==> src/rtl/cp0_intr_ctrl.sv <==
// Coprocessor-0 register file and interrupt/exception arbiter beside the M stage.
// Holds SR/Cause/EPC/PRId and decides, combinationally, when to redirect to the handler.
module cp0_intr_ctrl #(
  parameter logic [31:0] PRID_VAL     = 32'h2021_0007,
  parameter logic [31:0] HANDLER_ADDR = 32'h0000_4180
) (
  input  logic        clk,
  input  logic        reset,
  input  logic [5:0]  hwint,
  input  logic [31:0] pc_m,
  input  logic        bd_m,
  input  logic [4:0]  exccode_m,
  input  logic        eret_m,
  input  logic        we,
  input  logic [4:0]  cp0_addr,
  input  logic [31:0] wdata,
  output logic [31:0] rdata,
  output logic        req,
  output logic [31:0] handler_pc,
  output logic [31:0] epc_out,
  output logic        exl
);

  localparam logic [4:0] ADDR_SR    = 5'd12;
  localparam logic [4:0] ADDR_CAUSE = 5'd13;
  localparam logic [4:0] ADDR_EPC   = 5'd14;
  localparam logic [4:0] ADDR_PRID  = 5'd15;

  logic [5:0]  im_q, im_d;
  logic        exl_q, exl_d;
  logic        ie_q, ie_d;
  logic        bd_q, bd_d;
  logic [5:0]  ip_q, ip_d;
  logic [4:0]  exccode_q, exccode_d;
  logic [31:0] epc_q, epc_d;

  logic        int_req;
  logic        exc_req;
  logic [31:0] sr_val;
  logic [31:0] cause_val;

  // Interrupts look at the live lines so a request is taken in the cycle it appears.
  always_comb begin
    int_req = ie_q & ~exl_q & (|(hwint & im_q));
    exc_req = ~exl_q & (exccode_m != 5'd0);
    req     = ~reset & (int_req | exc_req);
  end

  always_comb begin
    im_d      = im_q;
    exl_d     = exl_q;
    ie_d      = ie_q;
    bd_d      = bd_q;
    ip_d      = hwint;
    exccode_d = exccode_q;
    epc_d     = epc_q;
    if (reset) begin
      im_d      = 6'd0;
      exl_d     = 1'b0;
      ie_d      = 1'b0;
      bd_d      = 1'b0;
      ip_d      = 6'd0;
      exccode_d = 5'd0;
      epc_d     = 32'd0;
    end else if (req) begin
      // The M-stage instruction is flushed, so its eret/mtc0 side effects are dropped.
      exl_d     = 1'b1;
      bd_d      = bd_m;
      epc_d     = bd_m ? (pc_m - 32'd4) : pc_m;
      exccode_d = int_req ? 5'd0 : exccode_m;
    end else begin
      if (eret_m) begin
        exl_d = 1'b0;
      end
      if (we) begin
        if (cp0_addr == ADDR_SR) begin
          im_d  = wdata[15:10];
          exl_d = wdata[1];
          ie_d  = wdata[0];
        end else if (cp0_addr == ADDR_EPC) begin
          epc_d = wdata;
        end
      end
    end
  end

  always_ff @(posedge clk) begin
    im_q      <= im_d;
    exl_q     <= exl_d;
    ie_q      <= ie_d;
    bd_q      <= bd_d;
    ip_q      <= ip_d;
    exccode_q <= exccode_d;
    epc_q     <= epc_d;
  end

  always_comb begin
    sr_val    = {16'd0, im_q, 8'd0, exl_q, ie_q};
    cause_val = {bd_q, 15'd0, ip_q, 3'd0, exccode_q, 2'd0};
    case (cp0_addr)
      ADDR_SR:    rdata = sr_val;
      ADDR_CAUSE: rdata = cause_val;
      ADDR_EPC:   rdata = epc_q;
      ADDR_PRID:  rdata = PRID_VAL;
      default:    rdata = 32'd0;
    endcase
    // Forward an in-flight EPC write so an eret in the same cycle returns to it.
    epc_out    = (we && (cp0_addr == ADDR_EPC)) ? wdata : epc_q;
    handler_pc = HANDLER_ADDR;
    exl        = exl_q;
  end

endmodule
==> config.mk <==
export PLATFORM = sky130hd
export DESIGN_NAME = cp0_intr_ctrl
export DESIGN_NICKNAME = d
export VERILOG_FILES = /design/src/rtl/cp0_intr_ctrl.sv
export SDC_FILE = /design/constraint.sdc
export NUM_CORES = 1
export LEC_CHECK = 0
export CORE_MARGIN = 3
export CORE_UTILIZATION = 30
export DETAILED_ROUTE_END_ITERATION = 16
export GPL_ROUTABILITY_DRIVEN = 0
export MAX_ROUTING_LAYER = met4
export PLACE_DENSITY = 0.72
export SLEW_MARGIN = 40
export SYNTH_ARGS = -nofsm -noshare
export SYNTH_HDL_FRONTEND = slang
export SYNTH_SLANG_ARGS = --single-unit
==> constraint.sdc <==
create_clock -name clk -period 2.31 [get_ports clk]
set_clock_uncertainty 0.1 [all_clocks]
set_input_delay 0.462 -clock clk [delete_from_list [all_inputs] [get_ports clk]]
set_output_delay 0.462 -clock clk [all_outputs]
set_load 0.005 [all_outputs]
### After elaboration in Yosys (flattened, before gate mapping)

Cells that the tools add are included.

| storage, ports and cells | value |
|---|---|
| flip-flop bits (word level) | 52 |
| latch bits | 0 |
| memory bits (writable) | 0 |
| ROM bits | 0 |
| bits of input ports | 85 |
| output and inout port bits | 98 |
| logic and storage cells | 41 |
| memories kept | 0 |

| cells by class | value |
|---|---|
| add/subtract/negate cells | 1 |
| multipliers | 0 |
| divide/modulo/power cells | 0 |
| order comparisons | 0 |
| equal/unequal tests | 5 |
| shift-type cells | 0 |
| muxes and demuxes | 12 |
| bitwise logic cells | 9 |
| reductions and logical operators | 7 |

Operators with widths:

| cell | count |
|---|---|
| 32-bit two-way mux | 6 |
| 32-bit one-hot mux with 4 select lines | 1 |
| 32-bit by 3-bit subtractor with 32-bit output, second input constant | 1 |
| 5-bit by 4-bit == test with 1-bit output, second input constant | 4 |
| 6-bit AND | 1 |
| 3-bit AND reduction | 2 |
| 6-bit OR reduction | 1 |
| 5-bit two-way mux | 1 |
| 5-bit nonzero test | 1 |
| 1-bit AND | 4 |
| 1-bit two-way mux | 4 |
| 2-bit nonzero test | 2 |
| 1-bit NOT | 3 |
| 2-bit inequality test, second input constant | 1 |
| 1-bit logical AND | 1 |
| 1-bit OR | 1 |

### Depth between registers and ports, before layout

| logic depth | value |
|---|---|
| word-level depth | 7 |
| depth in mapped cells | 8 |
| mapped depth without buffers | 7 |

### Worst setup path after synthesis

No wires, ideal clock.

| timing | value |
|---|---|
| kind | input to output |
| from | in cp0_addr[0] |
| to | out epc_out[3] |
| arrival | 1.700 ns |
| data required time | 1.748 ns |
| setup slack | 0.048 ns |
| stages | 6 |
| cell sequence | clkbuf_1 > nor2b_1 > clkbuf_1 > nand3_1 > buf_2 > mux2_2 |

| between the ends | value |
|---|---|
| word-level cells in the longest chain between the ends | 3 |

Ends and longest elaborated chain:

| what | line | text |
|---|---|---|
| from (decl) | 15 | `input logic [4:0] cp0_addr,` |
| 5-bit by 4-bit == test with 1-bit output | 108 | `epc_out = (we && (cp0_addr == ADDR_EPC)) ? wdata : epc_q;` |
| 1-bit logical AND | 108 |  |
| 32-bit two-way mux | 108 |  |
| to (decl) | 20 | `output logic [31:0] epc_out,` |

Every way passes these cells.

### Worst setup path after layout

| timing | value |
|---|---|
| from | in cp0_addr[4] |
| to | out epc_out[22] |

Same word-level chain as after synthesis.

==> results.py <==
metrics = {
    "worst_setup_path": {
        "cp.required_ps": 1750,
        "crit_arrival_ps": 1720,
        "cp_max_fo": 6,
        "crit_path_start_kind": "input port",
        "path_class": "in -> out",
        "rr_worst_depth": 8,
        "path_buf_inv": 4,
        "slowest_stage": "mux2_4",
        "cp_common_cell": "buf_6",
        "worst_path_largest_cell_delay_ps": 320,
        "path_depth": 7,
        "end_kind": "primary output",
        "cp_cell_sequence": "buf_6 > and3b_2 > nand3_4 > buf_6 > buf_12 > mux2_4 > buf_6",
        "crit_family": "buffers and inverters",
    },
    "cts": {
        "clock_path_buffers": 2,
        "numClockSinks": 52,
        "cts_buffers": 5,
        "cts_root_buf": "clkbuf_16",
        "clk_latency_ps": 290,
        "clk_pin_slew_ps": 80,
        "cts_tree": "built",
        "cts_hold_buffers": 0,
        "cts_max_level": 2,
    },
    "die": {
        "die_y_um": 114,
        "rows": 38,
        "die_w_um": 114,
        "start_util": 0.315,
        "dieArea_um2": 13000,
        "pin_count": 183,
        "core_area_um2": 11100,
    },
    "global_routing": {
        "grt_pass1_vias": 3989,
        "grt_pass1_wl_mm": 21.1,
        "use_met1": 0.255,
        "antenna_found_initial": 0,
        "track_usage": 0.209,
        "grtUsageMet2": 0.350,
        "grt_max_degree": 49,
        "grt_overflow": 0,
        "grt.busiest_layer": "met2",
        "grt_use_met3": 0.0407,
    },
    "outcome": {
        "status": "completed",
    },
    "yosys": {
        "synth_async_sr_flop_share": 0,
        "postSynthAreaPerCell_um2": 8.33,
        "netlist_top_cells_area": "dfxtp_1, mux2_2, nor2_1",
        "synth_edf_count": 0,
        "synth-warning-count": 0,
        "netlist.top_cell.by_area": "dfxtp_1",
        "yosys.area.top_type_share": 0.297,
        "synthTopCellsByCount": "nor2_1, dfxtp_1, buf_4",
        "synth.most_common_cell": "nor2_1",
        "ys_seq_area_frac": 0.297,
        "synth_cells": 421,
        "syn-cell-area_um2": 3510,
        "ys_ff_latch": 52,
        "ys.flop_type": "dfxtp_1",
        "ys_types": 44,
    },
    "drt": {
        "firstDrtPassIters": 4,
        "wl_mm": 14.1,
        "via_per_inst": 4.97,
        "wire_per_inst_um": 17.9,
        "drc": 0,
        "drt-initial-drc-count": 242,
        "vias": 3929,
        "antenna_left": 0,
    },
    "timing": {
        "hold_ws_ps": 354,
        "fin_tns_setup_ps": 0,
        "postLayoutSetupSlackWorst_ps": 32.2,
        "finalSetupViolCount": 0,
        "slew_violations": 0,
        "finalCriticalPeriod_ps": 2280,
        "slew-limit-headroom": 0.625,
        "max_freq_mhz": 439,
        "hold_violations": 0,
        "worst_pin_slew_ps": 563,
        "rsz0062_at_grt": "true",
        "final.period_utilization": 0.986,
    },
    "layout": {
        "drive_gt1_frac": 0.328,
        "antenna-diode-count": 0,
        "final_nets": 735,
        "fillers": 977,
        "stdcell_count": 790,
        "area_delta_synth_final_pct": 80.0,
    },
    "power_and_ir_drop": {
        "power_density_nw_per_um2": 415,
        "peakVddDrop_uv": 327,
        "total_leakage_power_uw": 0.00293,
    },
    "placed_design": {
        "port_buffers": 150,
        "dp_cells": 763,
        "dp_slack_ps": -568,
        "dp_hpwl_mm": 9.87,
    },
    "run": {
        "max-cap-violations": 0,
    },
    "hold_path": {
        "hold_depth": 2,
        "hp-class": "in -> reg",
    },
}
## worst paths after layout
kind,startpoint,end,slack (ps)
min,hwint[5],ip_q[5]$_SDFF_PP0_,350
max reg2reg,im_q[3]$_SDFFE_PP0P_,epc_q[17]$_SDFFE_PP0P_,360
min reg2reg,bd_q$_SDFFE_PP0N_,bd_q$_SDFFE_PP0N_,370
max,cp0_addr[4],epc_out[22],30
## registers in the layout, summed over array words and instances (netlist names)
name       flops
epc_q         32
im_q           6
ip_q           6
exccode_q      5
bd_q           1
exl            1
ie_q           1
## cell type report
cell class | count | area [um2] | share of cell area
clock buffer | 5 | 125 | 0.0198
clock inverter | 3 | 27.5 | 0.00436
inverter | 3 | 11.3 | 0.00178
multi-input combinational | 338 | 2480 | 0.394
sequential | 52 | 1040 | 0.165
tap | 140 | 175 | 0.0278
timing repair buffer | 249 | 2450 | 0.388
## stage by stage
stage                     utilization  total power [uW]  cell area, um2
after floorplan                     -              1340            3620
after global placement          0.502              1760            5590
after detailed placement        0.502              1780            5590
after CTS                       0.551              2620            6130
after global routing            0.567              2740            6310
final                           0.567              2620            6310
## cell usage in the layout (no fill, tap or decap), types with 4 or more instances in the layout
cell type,synthesis,layout
clkdlybuf4s50_1,0,88
buf_4,33,81
nor2_1,80,79
dfxtp_1,52,52
conb_1,2,32
buf_6,0,30
a211oi_1,27,27
mux2_4,0,26
xnor2_1,23,23
mux2i_1,17,17
and3_1,15,15
dlymetal6s2s_1,0,15
a21oi_1,13,13
nand2_1,13,12
buf_2,6,9
dlygate4sd2_1,0,8
buf_12,0,8
a22oi_1,8,7
nor3_1,8,6
mux2_2,32,6
nor2b_1,8,6
nor4_2,3,6
clkbuf_16,0,6
xor2_1,5,5
or2_2,4,4
nand3_1,5,4
nor4_4,1,4
clkbuf_2,1,4
## worst reg2reg max path, delay by kind of cell, from the launching register on
kind / cells / cell delay, ps
AOI/OAI and AO/OA: 3 / 640
buffers and inverters: 3 / 470
DFF: 1 / 370
and+or+nand+nor: 2 / 280
## routing by layer
layer,up-vias,routed length [um]
li1,1876,-
met1,1871,5900
met2,156,6960
met3,26,979
met4,0,289
met5,-,0
## power breakdown
group / internal, uW / switching, uW / leakage (uW)
combinational: 487 / 347 / 0.00242
sequential: 965 / 39.9 / 0.000431
clock: 412 / 370 / 0.0000719
## what timing repair did
action,CTS,global route
pin swaps,7,13
resized for setup,223,50
cloned,5,1
hold endpoints to repair,0,0
setup endpoints to repair,73,62
buffers inserted,15,2
## logic make-up after synthesis
| logic type | after synthesis | share of synthesized area |
|---|---|---|
| xor+xnor | 28 | 0.0699 |
| buf+inv | 62 | 0.104 |
| compound gates | 57 | 0.113 |
| mux | 49 | 0.151 |
| simple gates | 170 | 0.259 |
| other cells | 2 | 0.00214 |
| flops | 52 | 0.297 |
| fa+ha+maj | 1 | 0.00357 |
Note: power is estimated with default switching activity, not from simulation.
